**src/rtl/prog_sync_fifo_if.sv**
```systemverilog
// Producer/consumer handshake bundle for prog_sync_fifo.
// master: the side that writes/reads the FIFO; slave: the FIFO itself.
interface prog_sync_fifo_if #(
    parameter int unsigned DATA_WIDTH = 8,
    parameter int unsigned FIFO_DEPTH = 6
);
    localparam int unsigned CNT_W = $clog2(FIFO_DEPTH + 1);

    logic                  wr_en;
    logic [DATA_WIDTH-1:0] wdata;
    logic                  rd_en;
    logic [DATA_WIDTH-1:0] rdata;
    logic                  rvalid;
    logic                  full;
    logic                  empty;
    logic                  almost_full;
    logic                  almost_empty;
    logic [CNT_W-1:0]      count;
    logic                  overflow;
    logic                  underflow;

    modport master (
        output wr_en, wdata, rd_en,
        input  rdata, rvalid, full, empty, almost_full, almost_empty,
               count, overflow, underflow
    );

    modport slave (
        input  wr_en, wdata, rd_en,
        output rdata, rvalid, full, empty, almost_full, almost_empty,
               count, overflow, underflow
    );
endinterface

```
**src/rtl/prog_sync_fifo.sv**
```systemverilog
// Single-clock FIFO with arbitrary depth, occupancy count, programmable
// almost-full/almost-empty thresholds and registered overflow/underflow pulses.
// Compile-time option: define FIFO_FWFT_EN for first-word-fall-through reads
// (head word presented combinationally, rd_en acts as pop acknowledge).
module prog_sync_fifo #(
    parameter int unsigned DATA_WIDTH    = 8,
    parameter int unsigned FIFO_DEPTH    = 6,
    parameter int unsigned AFULL_THRESH  = FIFO_DEPTH - 1,
    parameter int unsigned AEMPTY_THRESH = 1
) (
    input  logic           clk,
    input  logic           rst,
    prog_sync_fifo_if.slave bus
);
    localparam int unsigned PTR_W = $clog2(FIFO_DEPTH);
    localparam int unsigned CNT_W = $clog2(FIFO_DEPTH + 1);

    logic [DATA_WIDTH-1:0] mem [FIFO_DEPTH];
    logic [PTR_W-1:0]      wr_ptr;
    logic [PTR_W-1:0]      rd_ptr;
    logic [CNT_W-1:0]      count_q;
    logic [CNT_W-1:0]      count_d;
    logic                  full_c;
    logic                  empty_c;
    logic                  rd_acc;
    logic                  wr_acc;
    logic                  overflow_q;
    logic                  underflow_q;

    // Explicit wrap so non-power-of-two depths work.
    function automatic logic [PTR_W-1:0] ptr_next(input logic [PTR_W-1:0] p);
        return (p == PTR_W'(FIFO_DEPTH - 1)) ? '0 : p + PTR_W'(1);
    endfunction

    // Status flags decode the registered occupancy.
    assign full_c  = (count_q == CNT_W'(FIFO_DEPTH));
    assign empty_c = (count_q == '0);

    // A read frees a slot, so a write at full is accepted alongside it.
    assign rd_acc = bus.rd_en && !empty_c;
    assign wr_acc = bus.wr_en && (!full_c || rd_acc);

    // Next occupancy from accepted accesses.
    always_comb begin
        count_d = count_q;
        unique case ({wr_acc, rd_acc})
            2'b10:   count_d = count_q + CNT_W'(1);
            2'b01:   count_d = count_q - CNT_W'(1);
            default: count_d = count_q;
        endcase
    end

    // Pointers, occupancy and error pulses.
    always_ff @(posedge clk) begin
        if (rst) begin
            wr_ptr      <= '0;
            rd_ptr      <= '0;
            count_q     <= '0;
            overflow_q  <= 1'b0;
            underflow_q <= 1'b0;
        end else begin
            if (wr_acc) wr_ptr <= ptr_next(wr_ptr);
            if (rd_acc) rd_ptr <= ptr_next(rd_ptr);
            count_q     <= count_d;
            overflow_q  <= bus.wr_en && !wr_acc;
            underflow_q <= bus.rd_en && !rd_acc;
        end
    end

    // Storage array; contents are not reset.
    always_ff @(posedge clk) begin
        if (wr_acc) mem[wr_ptr] <= bus.wdata;
    end

`ifdef FIFO_FWFT_EN
    // Head word falls through; valid whenever the FIFO holds data.
    assign bus.rdata  = mem[rd_ptr];
    assign bus.rvalid = !empty_c;
`else
    logic [DATA_WIDTH-1:0] rdata_q;
    logic                  rvalid_q;

    // Registered read port; rdata holds between reads.
    always_ff @(posedge clk) begin
        if (rst) begin
            rdata_q  <= '0;
            rvalid_q <= 1'b0;
        end else begin
            rvalid_q <= rd_acc;
            if (rd_acc) rdata_q <= mem[rd_ptr];
        end
    end

    assign bus.rdata  = rdata_q;
    assign bus.rvalid = rvalid_q;
`endif

    assign bus.full         = full_c;
    assign bus.empty        = empty_c;
    assign bus.almost_full  = (count_q >= CNT_W'(AFULL_THRESH));
    assign bus.almost_empty = (count_q <= CNT_W'(AEMPTY_THRESH));
    assign bus.count        = count_q;
    assign bus.overflow     = overflow_q;
    assign bus.underflow    = underflow_q;
endmodule

```
**src/flat_wrapper.sv**
```systemverilog
// flat-port wrapper written by rule: the top's interface ports become plain ports
module prog_sync_fifo_flat 
#(
    parameter int unsigned DATA_WIDTH    = 8,
    parameter int unsigned FIFO_DEPTH    = 6,
    parameter int unsigned AFULL_THRESH  = FIFO_DEPTH - 1,
    parameter int unsigned AEMPTY_THRESH = 1
)
  (clk, rst, bus_wr_en, bus_wdata, bus_rd_en, bus_rdata, bus_rvalid, bus_full, bus_empty, bus_almost_full, bus_almost_empty, bus_count, bus_overflow, bus_underflow);
  prog_sync_fifo_if #(.DATA_WIDTH(DATA_WIDTH), .FIFO_DEPTH(FIFO_DEPTH)) bus_i ();
  input  logic clk;
  input  logic rst;
  input wire logic [$bits(bus_i.wr_en)-1:0] bus_wr_en;
  input wire logic [$bits(bus_i.wdata)-1:0] bus_wdata;
  input wire logic [$bits(bus_i.rd_en)-1:0] bus_rd_en;
  output wire logic [$bits(bus_i.rdata)-1:0] bus_rdata;
  output wire logic [$bits(bus_i.rvalid)-1:0] bus_rvalid;
  output wire logic [$bits(bus_i.full)-1:0] bus_full;
  output wire logic [$bits(bus_i.empty)-1:0] bus_empty;
  output wire logic [$bits(bus_i.almost_full)-1:0] bus_almost_full;
  output wire logic [$bits(bus_i.almost_empty)-1:0] bus_almost_empty;
  output wire logic [$bits(bus_i.count)-1:0] bus_count;
  output wire logic [$bits(bus_i.overflow)-1:0] bus_overflow;
  output wire logic [$bits(bus_i.underflow)-1:0] bus_underflow;
  assign bus_i.wr_en = bus_wr_en;
  assign bus_i.wdata = bus_wdata;
  assign bus_i.rd_en = bus_rd_en;
  assign bus_rdata = bus_i.rdata;
  assign bus_rvalid = bus_i.rvalid;
  assign bus_full = bus_i.full;
  assign bus_empty = bus_i.empty;
  assign bus_almost_full = bus_i.almost_full;
  assign bus_almost_empty = bus_i.almost_empty;
  assign bus_count = bus_i.count;
  assign bus_overflow = bus_i.overflow;
  assign bus_underflow = bus_i.underflow;
  prog_sync_fifo #(.DATA_WIDTH(DATA_WIDTH), .FIFO_DEPTH(FIFO_DEPTH), .AFULL_THRESH(AFULL_THRESH), .AEMPTY_THRESH(AEMPTY_THRESH)) u_core (.clk(clk), .rst(rst), .bus(bus_i));
endmodule
```
**config.mk**
```make
export PLATFORM = sky130hd
export DESIGN_NAME = prog_sync_fifo_flat
export DESIGN_NICKNAME = d
export VERILOG_FILES = /design/src/rtl/prog_sync_fifo_if.sv /design/src/rtl/prog_sync_fifo.sv /design/src/flat_wrapper.sv
export SDC_FILE = /design/constraint.sdc
export NUM_CORES = 1
export LEC_CHECK = 0
export ABC_AREA = 1
export CELL_PAD_IN_SITES_DETAIL_PLACEMENT = 1
export CELL_PAD_IN_SITES_GLOBAL_PLACEMENT = 2
export CORE_MARGIN = 2
export CORE_UTILIZATION = 36
export CTS_CLUSTER_DIAMETER = 50
export CTS_CLUSTER_SIZE = 16
export DETAILED_ROUTE_END_ITERATION = 10
export PLACE_DENSITY_LB_ADDON = 0.1
export REMOVE_ABC_BUFFERS = 1
export SETUP_SLACK_MARGIN = 0.02
export SYNTH_ARGS = -nofsm -noshare
export SYNTH_HDL_FRONTEND = slang
export SYNTH_SLANG_ARGS = --single-unit
```
**constraint.sdc**
```tcl
create_clock -name clk -period 3 [get_ports clk]
set_input_delay 0.6 -clock clk [delete_from_list [all_inputs] [get_ports clk]]
set_output_delay 0.6 -clock clk [all_outputs]
set_load 0.1 [all_outputs]
```
==> results of run 1 <==
routing by layer:
layer  part of all wire, %  wire length [microns]
met1                    47                   3120
met2                    49                   3220
met5                     0                      0
met4                  0.83                     55
met3                   3.7                    243
layout by cell type, fill, tap and decap left out, types with 2 or more instances in the layout:
master,count
a21oi_1,24
buf_4,26
bufinv_16,3
clkbuf_8,9
clkdlybuf4s50_1,11
clkinv_1,3
dfxtp_1,20
edfxtp_1,48
ha_1,6
inv_1,32
inv_2,2
nand2_1,96
nand2_2,5
nand3_1,12
nor2_1,7
nor3_1,2
nor4_2,4
o21ai_0,12
cell type report:
class                      count  area, sq um
clock inverter                 6          103
fill                         893         4250
timing repair buffer          37          305
clock buffer                  10          128
tap                          102          128
multi-input combinational    173          836
sequential                    68         1840
inverter                      36          140
state kept, by name, summed over array words and instances (netlist names):
name                  flops
u_core.bus.count          3
u_core.bus.overflow       1
u_core.bus.rdata          8
u_core.bus.rvalid         1
u_core.bus.underflow      1
u_core.mem               48
u_core.rd_ptr             3
u_core.wr_ptr             3
power by group:
part           switching [mW]  leakage (nW)  internal [mW]
Clock                   0.323         0.115          0.546
Sequential             0.0435         0.602           1.08
Combinational           0.799         0.799          0.234
Total                    1.17          1.52           1.86
cell usage after synthesis:
cell type	count	area (sq um)
xor2_1	1	8.76
nand3_1	12	60.1
nand2_1	96	360
nand2_4	1	11.3
buf_6	4	45.0
ha_1	6	75.1
inv_2	2	7.51
nor2_4	1	11.3
a31oi_1	1	6.26
nor4_1	4	25.0
nor3_1	2	10.0
buf_8	1	15.0
inv_6	1	8.76
buf_2	3	15.0
dfxtp_1	20	400
edfxtp_1	48	1440
clkinv_1	1	3.75
o21ai_0	12	60.1
nor2_1	7	26.3
a21oi_1	24	120
inv_1	32	120
nand2_2	5	31.3
o21ai_1	1	5.00
buf_4	2	15.0
cell families after synthesis:
family          synth area share, %
simple gates                   18.6
compound gates                 6.64
fa+ha+maj                      2.60
flops                          63.9
xor+xnor                      0.304
buf+inv                        7.99
per-stage QoR:
stage | hold WS [ns] | TNS (ns) | setup slack (ns)
final | 0.550 | 0 | 0.867
after global routing | 0.574 | 0 | 0.639
after CTS | 0.560 | 0 | 0.833
after detailed placement | 0.546 | 0 | 0.565
after global placement | 0.537 | 0 | 0.630
after floorplan | 0.474 | -2.34 | -0.567
worst register-to-register path, stage by stage, from the launching register on:
cell and delay [ns]:
dfxtp_1 0.40, inv_1 0.15, ha_1 0.25, nand3_1 0.14
nand2_1 0.21, ha_1 0.42, a21oi_1 0.13, o21ai_0 0.12
nand2_1 0.08, nand2_1 0.05, nor2_1 0.09
worst min path at each step:
stage / from / to / cells past startpoint
floorplan: u_core.wr_ptr[2] / u_core.wr_ptr[2] / 2
global placement: u_core.wr_ptr[2] / u_core.wr_ptr[2] / 2
detailed placement: u_core.bus.rdata[3] / u_core.bus.rdata[3] / 2
CTS: u_core.wr_ptr[2] / u_core.wr_ptr[2] / 2
global route: u_core.bus.rdata[5] / u_core.bus.rdata[5] / 2
finish: u_core.bus.rdata[5] / u_core.bus.rdata[5] / 2
==> results.sh, run 1 <==
export IMPL_syn_inst=287
export IMPL_grt_start_max_net_pins=28
export IMPL_critPathTopFamily="buffers and inverters"
export IMPL_cts_max_level=3
export IMPL_synth_seq_cells=68
export IMPL_drive_above_1_share_pct=16.1
export IMPL_cts_buffer_depth=2
export IMPL_cp_slowest_stage_delay_ns=0.34
export IMPL_power_leakage_nw=1.52
export IMPL_cts_hold_buf=0
export IMPL_fin_area_sq_um=3480
export IMPL_dp_hpwl_mm=4.47
export IMPL_numCtsBuffers=9
export IMPL_tritoncts="built"
export IMPL_yosys_warnings=0
export IMPL_coreArea_sq_um=7730
export IMPL_rows=32
export IMPL_rsz0062_at_grt="false"
export IMPL_slew_headroom_pct=68.3
export IMPL_total_power_mw=3.02
export IMPL_port_buffers=29
export IMPL_grt_use_met1_pct=22.2
export IMPL_met2_usage_pct=28.2
export IMPL_powerDensity_nw_per_um2=869
export IMPL_r2r_start="u_core.bus.count[0]"
export IMPL_drc=0
export IMPL_area_delta_synth_final_pct=20.7
export IMPL_instances_no_fill=432
export IMPL_gp_congestion=0.742
export IMPL_end_kind="output pin"
export IMPL_drt_iter0_markers=106
export IMPL_timing_final_crit_period_ns=2.13
export IMPL_vias=2006
export IMPL_critPathCapture="bus_almost_full"
export IMPL_skew_ns=0.00519
export IMPL_cpMostUsedCell="inv_1"
export IMPL_final_util_pct=45.0
export IMPL_via_per_inst=4.64
export IMPL_slowest_stage="dfxtp_1"
export IMPL_num_io_pins=30
export IMPL_num_nets_final=343
export IMPL_overflow=0
export IMPL_finalCritPeriodShare_pct=71.1
export IMPL_status="finished, final reports clean"
export IMPL_cp_num_cells=5
export IMPL_crit_arrival_ns=1.53
export IMPL_peakVddDrop_uv=381
export IMPL_worstSetupPathType="reg -> out"
export IMPL_reg2reg_slack_ns=0.90
export IMPL_worstPathCellList="inv_1 -> ha_1 -> inv_1 -> a31oi_1 -> buf_4"
export IMPL_synth_area_sq_um=2880
export IMPL_path_buf_inv=3
export IMPL_grt_pass1_wl_mm=10.7
export IMPL_initial_core_util_pct=37.3
export IMPL_grt_use_total_pct=16.9
export IMPL_grt_pass1_vias=1995
export IMPL_diodes=0
export IMPL_cap_violations=0
export IMPL_clkTransAtPathRegs_ns=0.07
export IMPL_reg2reg_to="u_core.bus.count[2]"
export IMPL_cts_setup_buffers=0
export IMPL_r2r_cells=10
export IMPL_wl_per_cell_microns=15.4
export IMPL_crit_fanout=6
export IMPL_wirelength_mm=6.64
export IMPL_antenna_found_initial=0
export IMPL_dr_pass1_iters=4
export IMPL_dieArea_sq_um=8740
export IMPL_ant_nets=0
export IMPL_fp_dieH_microns=93.5
export IMPL_crit_path_start="u_core.bus.count[1]"
export IMPL_setup_violations=0
export IMPL_avgSynthCellArea_sq_um=10.0
export IMPL_tightest_slew_ns=0.475
export IMPL_dp_cells=416
export IMPL_worstHoldPathType="reg -> reg"
export IMPL_chipWidth_microns=93.5
export IMPL_setup_worst_path_start_class="register"
export IMPL_hold_viol=0
export IMPL_clock_latency_ns=0.33
export IMPL_grtUsageMet3_pct=4.11
export IMPL_busiest_layer="met2"
export IMPL_timing_fmax_ghz=0.469
export IMPL_ys_types=24
export IMPL_cts_root_buf="clkbuf_8"
export IMPL_postPlaceCellArea_sq_um=3250
export IMPL_ctsResizeCount=0
export IMPL_final_max_slew_viol_count=0
export IMPL_clock_sinks=68
export IMPL_yosysSeqAreaShare_pct=63.9
export IMPL_crit_required_ns=2.40
Power figures use the tool's default switching activity.
==> inputs of run 2 (changes only) <==
Settings changed: CORE_UTILIZATION 36 to 32.
Clock period 3 ns to 1.95 ns, I/O delays scaled along.
==> run 2 against run 1 <==
Compared with the run above: cell count is 4.9% higher; sequential power grew 56%; non-clock buffer count rose by 15; critical path type unchanged; setup slack worse by 0.71 ns; first-iteration DRC count down 59%; sequential share of layout area fell by 2.5 points; largest power group is now combinational cells.
==> results.sh, run 2 (synthesis gave the netlist of run 1 again) <==
export IMPL_cts_buffer_depth=2
export IMPL_vias=2078
export IMPL_crit_fanout=4
export IMPL_cap_violations=0
export IMPL_clock_latency_ns=0.34
export IMPL_num_nets_final=358
export IMPL_area_delta_synth_final_pct=26.9
export IMPL_top_register="u_core.mem"
export IMPL_power_leakage_nw=1.59
export IMPL_postPlaceCellArea_sq_um=3430
export IMPL_worstHoldPathType="reg -> reg"
export IMPL_cts_max_level=3
export IMPL_final_max_slew_viol_count=0
export IMPL_min_path_cells=2
export IMPL_rows=34
export IMPL_drt_iter0_markers=43
export IMPL_grt_start_max_net_pins=26
export IMPL_timing_fmax_ghz=0.557
export IMPL_cts_hold_buf=0
export IMPL_tritoncts="built"
export IMPL_antenna_found_initial=0
export IMPL_grt_use_total_pct=16.4
export IMPL_dp_hpwl_mm=5.42
export IMPL_overflow=0
export IMPL_tightest_slew_ns=0.446
export IMPL_clkTransAtPathRegs_ns=0.07
export IMPL_final_common_cell="nand2_1"
export IMPL_largest_register_ffs=48
export IMPL_status="finished, final reports clean"
export IMPL_setup_violations=0
export IMPL_grt_pass1_vias=2204
export IMPL_dr_pass1_iters=4
export IMPL_diodes=0
export IMPL_crit_arrival_ns=1.40
export IMPL_dieArea_sq_um=9780
export IMPL_clock_sinks=68
export IMPL_grt_pass1_wl_mm=11.9
export IMPL_rsz0062_at_grt="false"
export IMPL_fin_area_sq_um=3660
export IMPL_drive_above_1_share_pct=21.7
export IMPL_num_io_pins=30
export IMPL_fp_dieH_microns=98.9
export IMPL_finalCritPeriodShare_pct=92.0
export IMPL_coreArea_sq_um=8720
export IMPL_end_kind="output pin"
export IMPL_powerDensity_nw_per_um2=1270
export IMPL_wl_per_cell_microns=16.4
export IMPL_layout_common_cells="nand2_1 (96), edfxtp_1 (48), buf_4 (35)"
export IMPL_r2r_cells=9
export IMPL_hold_viol=0
export IMPL_wirelength_mm=7.41
export IMPL_via_per_inst=4.59
export IMPL_gp_congestion=0.757
export IMPL_drc=0
export IMPL_initial_core_util_pct=33.1
export IMPL_worstSetupPathType="reg -> out"
export IMPL_ant_nets=0
export IMPL_port_buffers=29
export IMPL_cts_root_buf="clkbuf_8"
export IMPL_slew_headroom_pct=70.2
export IMPL_peakVddDrop_uv=463
export IMPL_finalSetupTns_ns=0
export IMPL_chipWidth_microns=98.9
export IMPL_setup_worst_path_start_class="register"
export IMPL_numCtsBuffers=9
export IMPL_skew_ns=0.00841
export IMPL_crit_required_ns=1.56
export IMPL_timing_final_crit_period_ns=1.79
run 2: final timing paths:
path	endpoint	slack, ns	start
hold reg to reg	u_core.bus.rdata[7]	0.55	u_core.bus.rdata[7]
setup / recovery	bus_almost_full	0.16	u_core.bus.count[1]
hold / removal	u_core.bus.rdata[7]	0.55	u_core.bus.rdata[7]
setup reg to reg	u_core.bus.count[2]	0.20	u_core.bus.count[0]
run 2: area by class of cell:
type	instances	area [sq um]
clock buffers	9	124
clock inverters	7	67.6
fillers	989	5060
inverters	36	140
multi-input cells	173	855
flip-flops and latches	68	1840
well taps	108	135
repair buffers	52	493
run 2: worst max-delay path, stage by stage (launching register included):
cell and delay, ns:
dfxtp_1 0.41, inv_2 0.07, ha_1 0.17, inv_1 0.12, a31oi_4 0.11, buf_12 0.18
run 2: routing by layer:
layer | share of wire [%] | global-route usage (%)
met1 | 49 | 22.1
met2 | 47 | 26.0
met3 | 3.2 | 4.68
met4 | 1.1 | 4.11
met5 | 0 | 0
run 2: timing repair:
action,4_1_cts,5_1_grt
gates resized for setup,2,4
endpoints found under the setup margin,2,33
buffers inserted,0,2
run 2: stage by stage:
| stage | std cells | hold slack (ns) | util, % | power, mW | setup WS [ns] |
|---|---|---|---|---|---|
| 2_1_floorplan | 277 | 0.459 | - | 2.95 | -1.41 |
| 3_3_place_gp | 435 | 0.524 | 39.3 | 3.54 | -0.0256 |
| 3_5_place_dp | 435 | 0.535 | 39.3 | 3.55 | -0.0470 |
| 4_1_cts | 451 | 0.555 | 41.6 | 4.69 | 0.0226 |
| 5_1_grt | 453 | 0.581 | 41.9 | 4.92 | 0.0237 |
| 6_report | 453 | 0.548 | 41.9 | 4.65 | 0.155 |
run 2: where the power goes:
part,internal (mW),switching (mW),leakage [nW]
registers,1.66,0.0955,0.602
clock network,0.583,0.528,0.0926
logic,0.502,1.28,0.891
==> inputs of run 3 (changes only) <==
Settings changed: TNS_END_PERCENT set to 100.
==> results of run 3 <==
Same layout as run 2: the final DEF is identical, and so are final timing and power.
